$ cat config.mk
export PLATFORM = sky130hd
export DESIGN_NAME = systolic_drain
export DESIGN_NICKNAME = d
export VERILOG_FILES = /design/src/rtl/systolic_drain_pkg.sv /design/src/rtl/systolic_drain_acc2fp16.sv /design/src/rtl/systolic_drain.sv
export SDC_FILE = /design/constraint.sdc
export NUM_CORES = 1
export LEC_CHECK = 0
export CORE_MARGIN = 10
export CORE_UTILIZATION = 30
export CTS_BUF_LIST = sky130_fd_sc_hd__clkbuf_8
export DETAILED_ROUTE_END_ITERATION = 12
export DONT_BUFFER_PORTS = 1
export GPL_ROUTABILITY_DRIVEN = 0
export GPL_TIMING_DRIVEN = 0
export PLACE_DENSITY_LB_ADDON = 0.15
export SLEW_MARGIN = 20
export SYNTH_ARGS = -nofsm -noshare
export SYNTH_HDL_FRONTEND = slang
export SYNTH_SLANG_ARGS = --single-unit
$ cat constraint.sdc
create_clock -name clk -period 9 [get_ports clk]
set_clock_uncertainty 0.05 [all_clocks]
set_input_delay 0 -clock clk [delete_from_list [all_inputs] [get_ports clk]]
set_output_delay 0 -clock clk [all_outputs]
set_load 0.01 [all_outputs]
$ cat src/rtl/systolic_drain_pkg.sv
// Shared definitions for the systolic array drain path.
// Holds the FP16 format constants, the drain FSM state encoding and the
// default fixed-point position of the PE accumulators.
package systolic_drain_pkg;

    // FP16 format
    localparam int          FP16_BIAS    = 15;
    localparam int          FP16_EXP_MAX = 31;      // all-ones exponent: Inf/NaN
    localparam logic [15:0] FP16_POS_INF = 16'h7C00;
    localparam logic [15:0] FP16_NEG_INF = 16'hFC00;

    // Accumulator fixed-point format
    localparam int DEFAULT_FRAC_BITS = 10;

    // Drain FSM
    typedef enum logic [1:0] {
        ST_IDLE = 2'd0,
        ST_CONV = 2'd1,
        ST_SEND = 2'd2
    } state_t;

endpackage

$ cat src/rtl/systolic_drain_acc2fp16.sv
// Combinational converter: signed fixed-point accumulator plus a shared
// 5-bit exponent into FP16, round-to-nearest-even, no denormals.
//
// Ports:
//   acc   in   ACC_WIDTH  signed two's-complement accumulator
//   exp   in   5          shared exponent (FP16-biased)
//   fp16  out  16         converted value
//   ovf   out  1          result saturated to +/-Inf
module acc2fp16
    import systolic_drain_pkg::*;
#(
    parameter int ACC_WIDTH = 32,
    parameter int FRAC_BITS = DEFAULT_FRAC_BITS
) (
    input  logic [ACC_WIDTH-1:0] acc,
    input  logic [4:0]           exp,
    output logic [15:0]          fp16,
    output logic                 ovf
);

    localparam int PW = (ACC_WIDTH > 1) ? $clog2(ACC_WIDTH) : 1;
    // 12 zero bits below the magnitude keep mantissa + guard bit in range
    // even for narrow accumulators.
    localparam int EW = ACC_WIDTH + 12;

    logic                 sign;
    logic [ACC_WIDTH-1:0] mag;
    logic [PW-1:0]        lead;
    logic [EW-1:0]        norm;
    logic                 is_zero;
    logic [9:0]           mant;
    logic                 guard;
    logic                 sticky;
    logic                 round_up;
    logic [10:0]          mant_rnd;
    int                   e_biased;

    always_comb begin
        sign = acc[ACC_WIDTH-1];
        // The most-negative value negates to itself, which read unsigned is
        // exactly 2^(ACC_WIDTH-1).
        mag = sign ? (~acc + ACC_WIDTH'(1)) : acc;

        lead = '0;
        for (int i = 0; i < ACC_WIDTH; i++) begin
            if (mag[i]) lead = PW'(i);
        end

        // Leading one lands on the top bit; it is absent only for zero.
        norm    = {mag, 12'b0} << (PW'(ACC_WIDTH - 1) - lead);
        is_zero = ~norm[EW-1];
        mant    = norm[EW-2 -: 10];
        guard   = norm[EW-12];
        sticky  = |norm[EW-13:0];

        round_up = guard & (sticky | mant[0]);
        mant_rnd = {1'b0, mant} + {10'b0, round_up};

        // exp is already FP16-biased, so this is the final biased exponent;
        // a mantissa carry (all-ones rounding up) bumps it by one.
        e_biased = int'(lead) - FRAC_BITS + int'(exp) + int'(mant_rnd[10]);

        fp16 = '0;
        ovf  = 1'b0;
        if (is_zero) begin
            fp16 = '0;
        end else if (e_biased >= FP16_EXP_MAX) begin
            fp16 = sign ? FP16_NEG_INF : FP16_POS_INF;
            ovf  = 1'b1;
        end else if (e_biased <= 0) begin
            fp16 = {sign, 15'b0};
        end else begin
            fp16 = {sign, e_biased[4:0], mant_rnd[9:0]};
        end
    end

endmodule

$ cat src/rtl/systolic_drain.sv
// Drains an N x N systolic array: on a done rising edge it snapshots every
// PE's accumulator/exponent pair, then streams the FP16 conversions out over
// a valid/ready handshake, one element every two cycles.
//
// Ports:
//   clk        in   1               clock, rising edge
//   rst        in   1               asynchronous active-low reset
//   done       in   1               frame-complete strobe (level may stay high)
//   exp_in     in   5*N*N           exponent per PE, PE[r][c] at index r*N+c
//   acc_in     in   ACC_WIDTH*N*N   signed accumulator per PE, same indexing
//   out_ready  in   1               downstream accepts this cycle
//   out_valid  out  1               out_data/out_idx/out_last valid
//   out_data   out  16              FP16 result
//   out_idx    out  clog2(N*N)      PE index of out_data
//   out_last   out  1               final element of the frame
//   busy       out  1               FSM not idle
//   sat        out  1               sticky: an element saturated to Inf
//   overrun    out  1               sticky: done rose while busy
module systolic_drain
    import systolic_drain_pkg::*;
#(
    parameter int ACC_WIDTH = 32,
    parameter int N         = 2,
    parameter int FRAC_BITS = DEFAULT_FRAC_BITS,
    localparam int NE       = N * N,
    localparam int IW       = (NE > 1) ? $clog2(NE) : 1
) (
    input  logic                    clk,
    input  logic                    rst,
    input  logic                    done,
    input  logic [5*NE-1:0]         exp_in,
    input  logic [ACC_WIDTH*NE-1:0] acc_in,
    input  logic                    out_ready,
    output logic                    out_valid,
    output logic [15:0]             out_data,
    output logic [IW-1:0]           out_idx,
    output logic                    out_last,
    output logic                    busy,
    output logic                    sat,
    output logic                    overrun
);

    localparam logic [IW-1:0] LAST_IDX = IW'(NE - 1);

    logic [4:0]           exp_slice   [NE];
    logic [ACC_WIDTH-1:0] acc_slice   [NE];
    logic [4:0]           exp_buf_reg [NE];
    logic [ACC_WIDTH-1:0] acc_buf_reg [NE];

    state_t               state_reg;
    logic [IW-1:0]        idx_reg;
    logic                 done_q_reg;
    logic                 done_rise;
    logic [15:0]          conv_fp16;
    logic                 conv_ovf;

    genvar gi;
    generate
        for (gi = 0; gi < NE; gi++) begin : g_unpack
            assign exp_slice[gi] = exp_in[gi*5 +: 5];
            assign acc_slice[gi] = acc_in[gi*ACC_WIDTH +: ACC_WIDTH];
        end
    endgenerate

    assign done_rise = done & ~done_q_reg;

    // One converter shared by all elements, fed from the snapshot buffer.
    acc2fp16 #(
        .ACC_WIDTH (ACC_WIDTH),
        .FRAC_BITS (FRAC_BITS)
    ) u_conv (
        .acc  (acc_buf_reg[idx_reg]),
        .exp  (exp_buf_reg[idx_reg]),
        .fp16 (conv_fp16),
        .ovf  (conv_ovf)
    );

    always_ff @(posedge clk or negedge rst) begin
        if (!rst) begin
            state_reg  <= ST_IDLE;
            idx_reg    <= '0;
            done_q_reg <= 1'b0;
            out_valid  <= 1'b0;
            out_data   <= '0;
            out_idx    <= '0;
            out_last   <= 1'b0;
            busy       <= 1'b0;
            sat        <= 1'b0;
            overrun    <= 1'b0;
            for (int i = 0; i < NE; i++) begin
                exp_buf_reg[i] <= '0;
                acc_buf_reg[i] <= '0;
            end
        end else begin
            done_q_reg <= done;

            // A new frame while draining is dropped; the current one continues.
            if (done_rise && state_reg != ST_IDLE) begin
                overrun <= 1'b1;
            end

            case (state_reg)
                ST_IDLE: begin
                    if (done_rise) begin
                        for (int i = 0; i < NE; i++) begin
                            exp_buf_reg[i] <= exp_slice[i];
                            acc_buf_reg[i] <= acc_slice[i];
                        end
                        idx_reg   <= '0;
                        busy      <= 1'b1;
                        state_reg <= ST_CONV;
                    end
                end

                ST_CONV: begin
                    out_data  <= conv_fp16;
                    out_idx   <= idx_reg;
                    out_last  <= (idx_reg == LAST_IDX);
                    out_valid <= 1'b1;
                    if (conv_ovf) begin
                        sat <= 1'b1;
                    end
                    state_reg <= ST_SEND;
                end

                ST_SEND: begin
                    // Outputs simply hold while the downstream stalls.
                    if (out_valid && out_ready) begin
                        out_valid <= 1'b0;
                        if (out_last) begin
                            busy      <= 1'b0;
                            state_reg <= ST_IDLE;
                        end else begin
                            idx_reg   <= idx_reg + IW'(1);
                            state_reg <= ST_CONV;
                        end
                    end
                end

                default: begin
                    out_valid <= 1'b0;
                    busy      <= 1'b0;
                    state_reg <= ST_IDLE;
                end
            endcase
        end
    end

endmodule

==> run_results.csv <==
group,metric,value,unit
layout,final_common_cell,"dfrtp_1",
timing,setup_viol,0,
critical_path,reg2reg_slack,0.40,ns
critical_path,r2r_end,"out_data[7]",
timing,slew_viol_final,0,
grt,grt_pass1_vias,12443,
critical_path,cp.required,9.38,ns
synth,ys_seq_elements,176,
grt,gr-total-overflow,0,
timing,setup_tns,0,ns
critical_path,cp_slowest_stage_delay,0.61,ns
timing,maxSlewHeadroom,30.50,%
critical_path,critPathKind,"flip-flop to flip-flop",
detailed_routing,drt_first_pass_iters,5,
placed_design,dp.final_hpwl,37760,um
clock_network,numCtsBuffers,17,
clock_network,cts_root_buf,"clkbuf_8",
critical_path,crit_path_frequent_cell,"buf_4",
synth,ys.flop_type,"dfrtp_1",
detailed_routing,drt_iter0_drc,1150,
synth,synth_edf_count,0,
synth,synth_mux_area_share,21.48,%
flow_run,maxCapViolCount,0,
grt,grt_start_max_net_pins,177,
grt,antenna_found_initial,3,
clock_network,htreeDepth,4,
placed_design,io_buffers,0,
critical_path,r2r_cells,35,
timing,post-route-min-period,8.598,ns
clock_network,cts_buffer_depth,2,
synth,synth_xor_area_share,3.835,%
layout,drive_gt1_share,33.53,%
synth,ys_types,101,
run_status,run_status,"complete, no violations",
synth,synth_area_leaders,"dfrtp_1 34%, mux2_2 14%, mux4_2 6.2%",
synth,synth_compound_area_share,20.42,%
critical_path,startpoint_type,"flip-flop",
detailed_routing,vias_per_cell,5.784,
synth,synthDominantCellAreaShare,33.92,%
synth,ys_async_sr_fraction,100.0,%
min_path,min_path_type,"input pin to flip-flop",
critical_path,worstPathArrival,8.98,ns
clock_network,cts_tree,"yes",
detailed_routing,wl_per_cell,23.87,um
layout,largest_register_ffs,128,
detailed_routing,vias,12130,
layout,fin_nets,1668,
clock_network,path_clk_slew,0.10,ns
layout,utilization,40.05,%
timing,period_share,95.53,%
critical_path,crit_path_end_kind,"flip-flop",
critical_path,critPathLaunch,"idx_reg[0]",
floorplan,die-area,0.05200,mm2
placed_design,dp_cells,1860,
grt,grt_first_pass_wirelength,76490,um
critical_path,crit_path_top_delay_cell,"or4_4",
detailed_routing,ant_nets,0,
layout,final_cell_mix,"174 x dfrtp_1, 158 x mux2_2, 152 x dlygate4sd3_1",
critical_path,critPathMaxFanout,10,
floorplan,die_height,228.0,um
floorplan,core,0.04289,mm2
timing,timing.hold.ws,0.1185,ns
layout,fillers,4221,
critical_path,endpoint,"out_data[7]",
clock_network,clock_latency,0.51,ns
timing,tightest_slew,1.028,ns
floorplan,ioPinCount,175,
floorplan,initial_core_util,30.27,%
synth,yosys.area.top_type,"dfrtp_1",
timing,hold_violations,0,
synth,syn-cell-area,0.01298,mm2
detailed_routing,route.detailed.drc,0,
critical_path,worstReg2RegStart,"idx_reg[0]",
detailed_routing,routed_wl,50060,um
clock_network,cts.sinks,176,
layout,final_cells,2097,
synth,seq_area_frac_synth,33.92,%
synth,synthAdderAreaFrac,1.947,%
grt,grt_usage,18.64,%
layout,area_growth,32.30,%
synth,synth_top_family_by_area,"multiplexers",
synth,synth-simple-area-share,14.08,%
synth,ys.warnings.count,0,
synth,synth_fp_nets,1446,
floorplan,die_x,228.0,um
floorplan,rows,76,
synth,syn_inst,1275,
timing,max_freq,0.1163,GHz
synth,synth.avg_cell_area,10.18,um2
-- metal layers --
layer	vias up	track usage [%]	share of wire [%]
li1	5423	-	-
met1	6145	23.80	43
met2	470	30.73	48
met3	92	4.021	6.3
met4	0	6.270	2.6
met5	-	0	0
-- metrics by stage --
| step | setup slack, ns | area, um2 |
|---|---|---|
| after CTS | 0.004437 | 16330 |
| after global routing | -0.05000 | 17180 |
| after detailed placement | -2.000 | 13720 |
| final | 0.4019 | 17180 |
| after global placement | -2.115 | 13720 |
| after floorplan | 0.5204 | 12980 |
-- cells by family (layout without fill, tap and decap cells) --
group	count (synthesis)	after routing
flops	176	176
simple gates	339	339
xor+xnor	56	56
mux	211	211
buf+inv	120	354
compound gates	354	354
fa+ha+maj	19	19
other cells	0	3
-- cell type report --
type / count / area (um2) / area share (%)
clock inverters: 14 / 113.9 / 0.6628
clock buffers: 17 / 234.0 / 1.362
multi-input cells: 979 / 8869 / 51.63
repair buffers: 216 / 2091 / 12.17
inverters: 21 / 87.58 / 0.5099
diodes: 3 / 7.507 / 0.04370
flip-flops and latches: 176 / 4407 / 25.65
well taps: 585 / 732.0 / 4.261
plain buffers: 86 / 636.9 / 3.707
-- worst min-delay path by stage --
| stage | startpoint | end | cells after the start |
|---|---|---|---|
| 2_1_floorplan | rst | acc_buf_reg[0] | 0 |
| 3_3_place_gp | rst | acc_buf_reg[49] | 0 |
| 3_5_place_dp | rst | acc_buf_reg[81] | 0 |
| 4_1_cts | acc_in[118] | acc_buf_reg[22] | 2 |
| 5_1_grt | acc_in[74] | acc_buf_reg[42] | 2 |
| 6_report | acc_in[86] | acc_buf_reg[54] | 2 |
-- synth_stat cells, drive strengths merged (21+ instances only) --
cell	n
buf	44
nand2	94
mux4	37
a211oi	32
xor2	24
clkbuf	55
o21ai	62
nand3	33
xnor2	32
inv	21
nor4	23
o211ai	24
nor3	29
mux2	158
a21oi	36
dfrtp	176
nor2	50
-- critical path, delay by kind of cell, from the launching register on --
family          cells  cell delay, ns
compound gates      9            1.89
xor+xnor            1            0.33
fa+ha+maj           4            1.31
buf+inv             7            1.04
flops               1            0.47
mux                 2            0.79
simple gates       12            2.64
-- what timing repair did --
item | 4_1_cts | 5_1_grt
hold endpoints to repair | 332 | 0
resized for setup | 116 | 136
gates cloned | 0 | 3
setup buffers | 27 | 33
hold buffers | 153 | 0
pin swaps | 15 | 31
endpoints found under the setup margin | 16 | 16
Power is not shown: default switching activity piles up to over one toggle a cycle in this logic, so the estimate is an artifact.
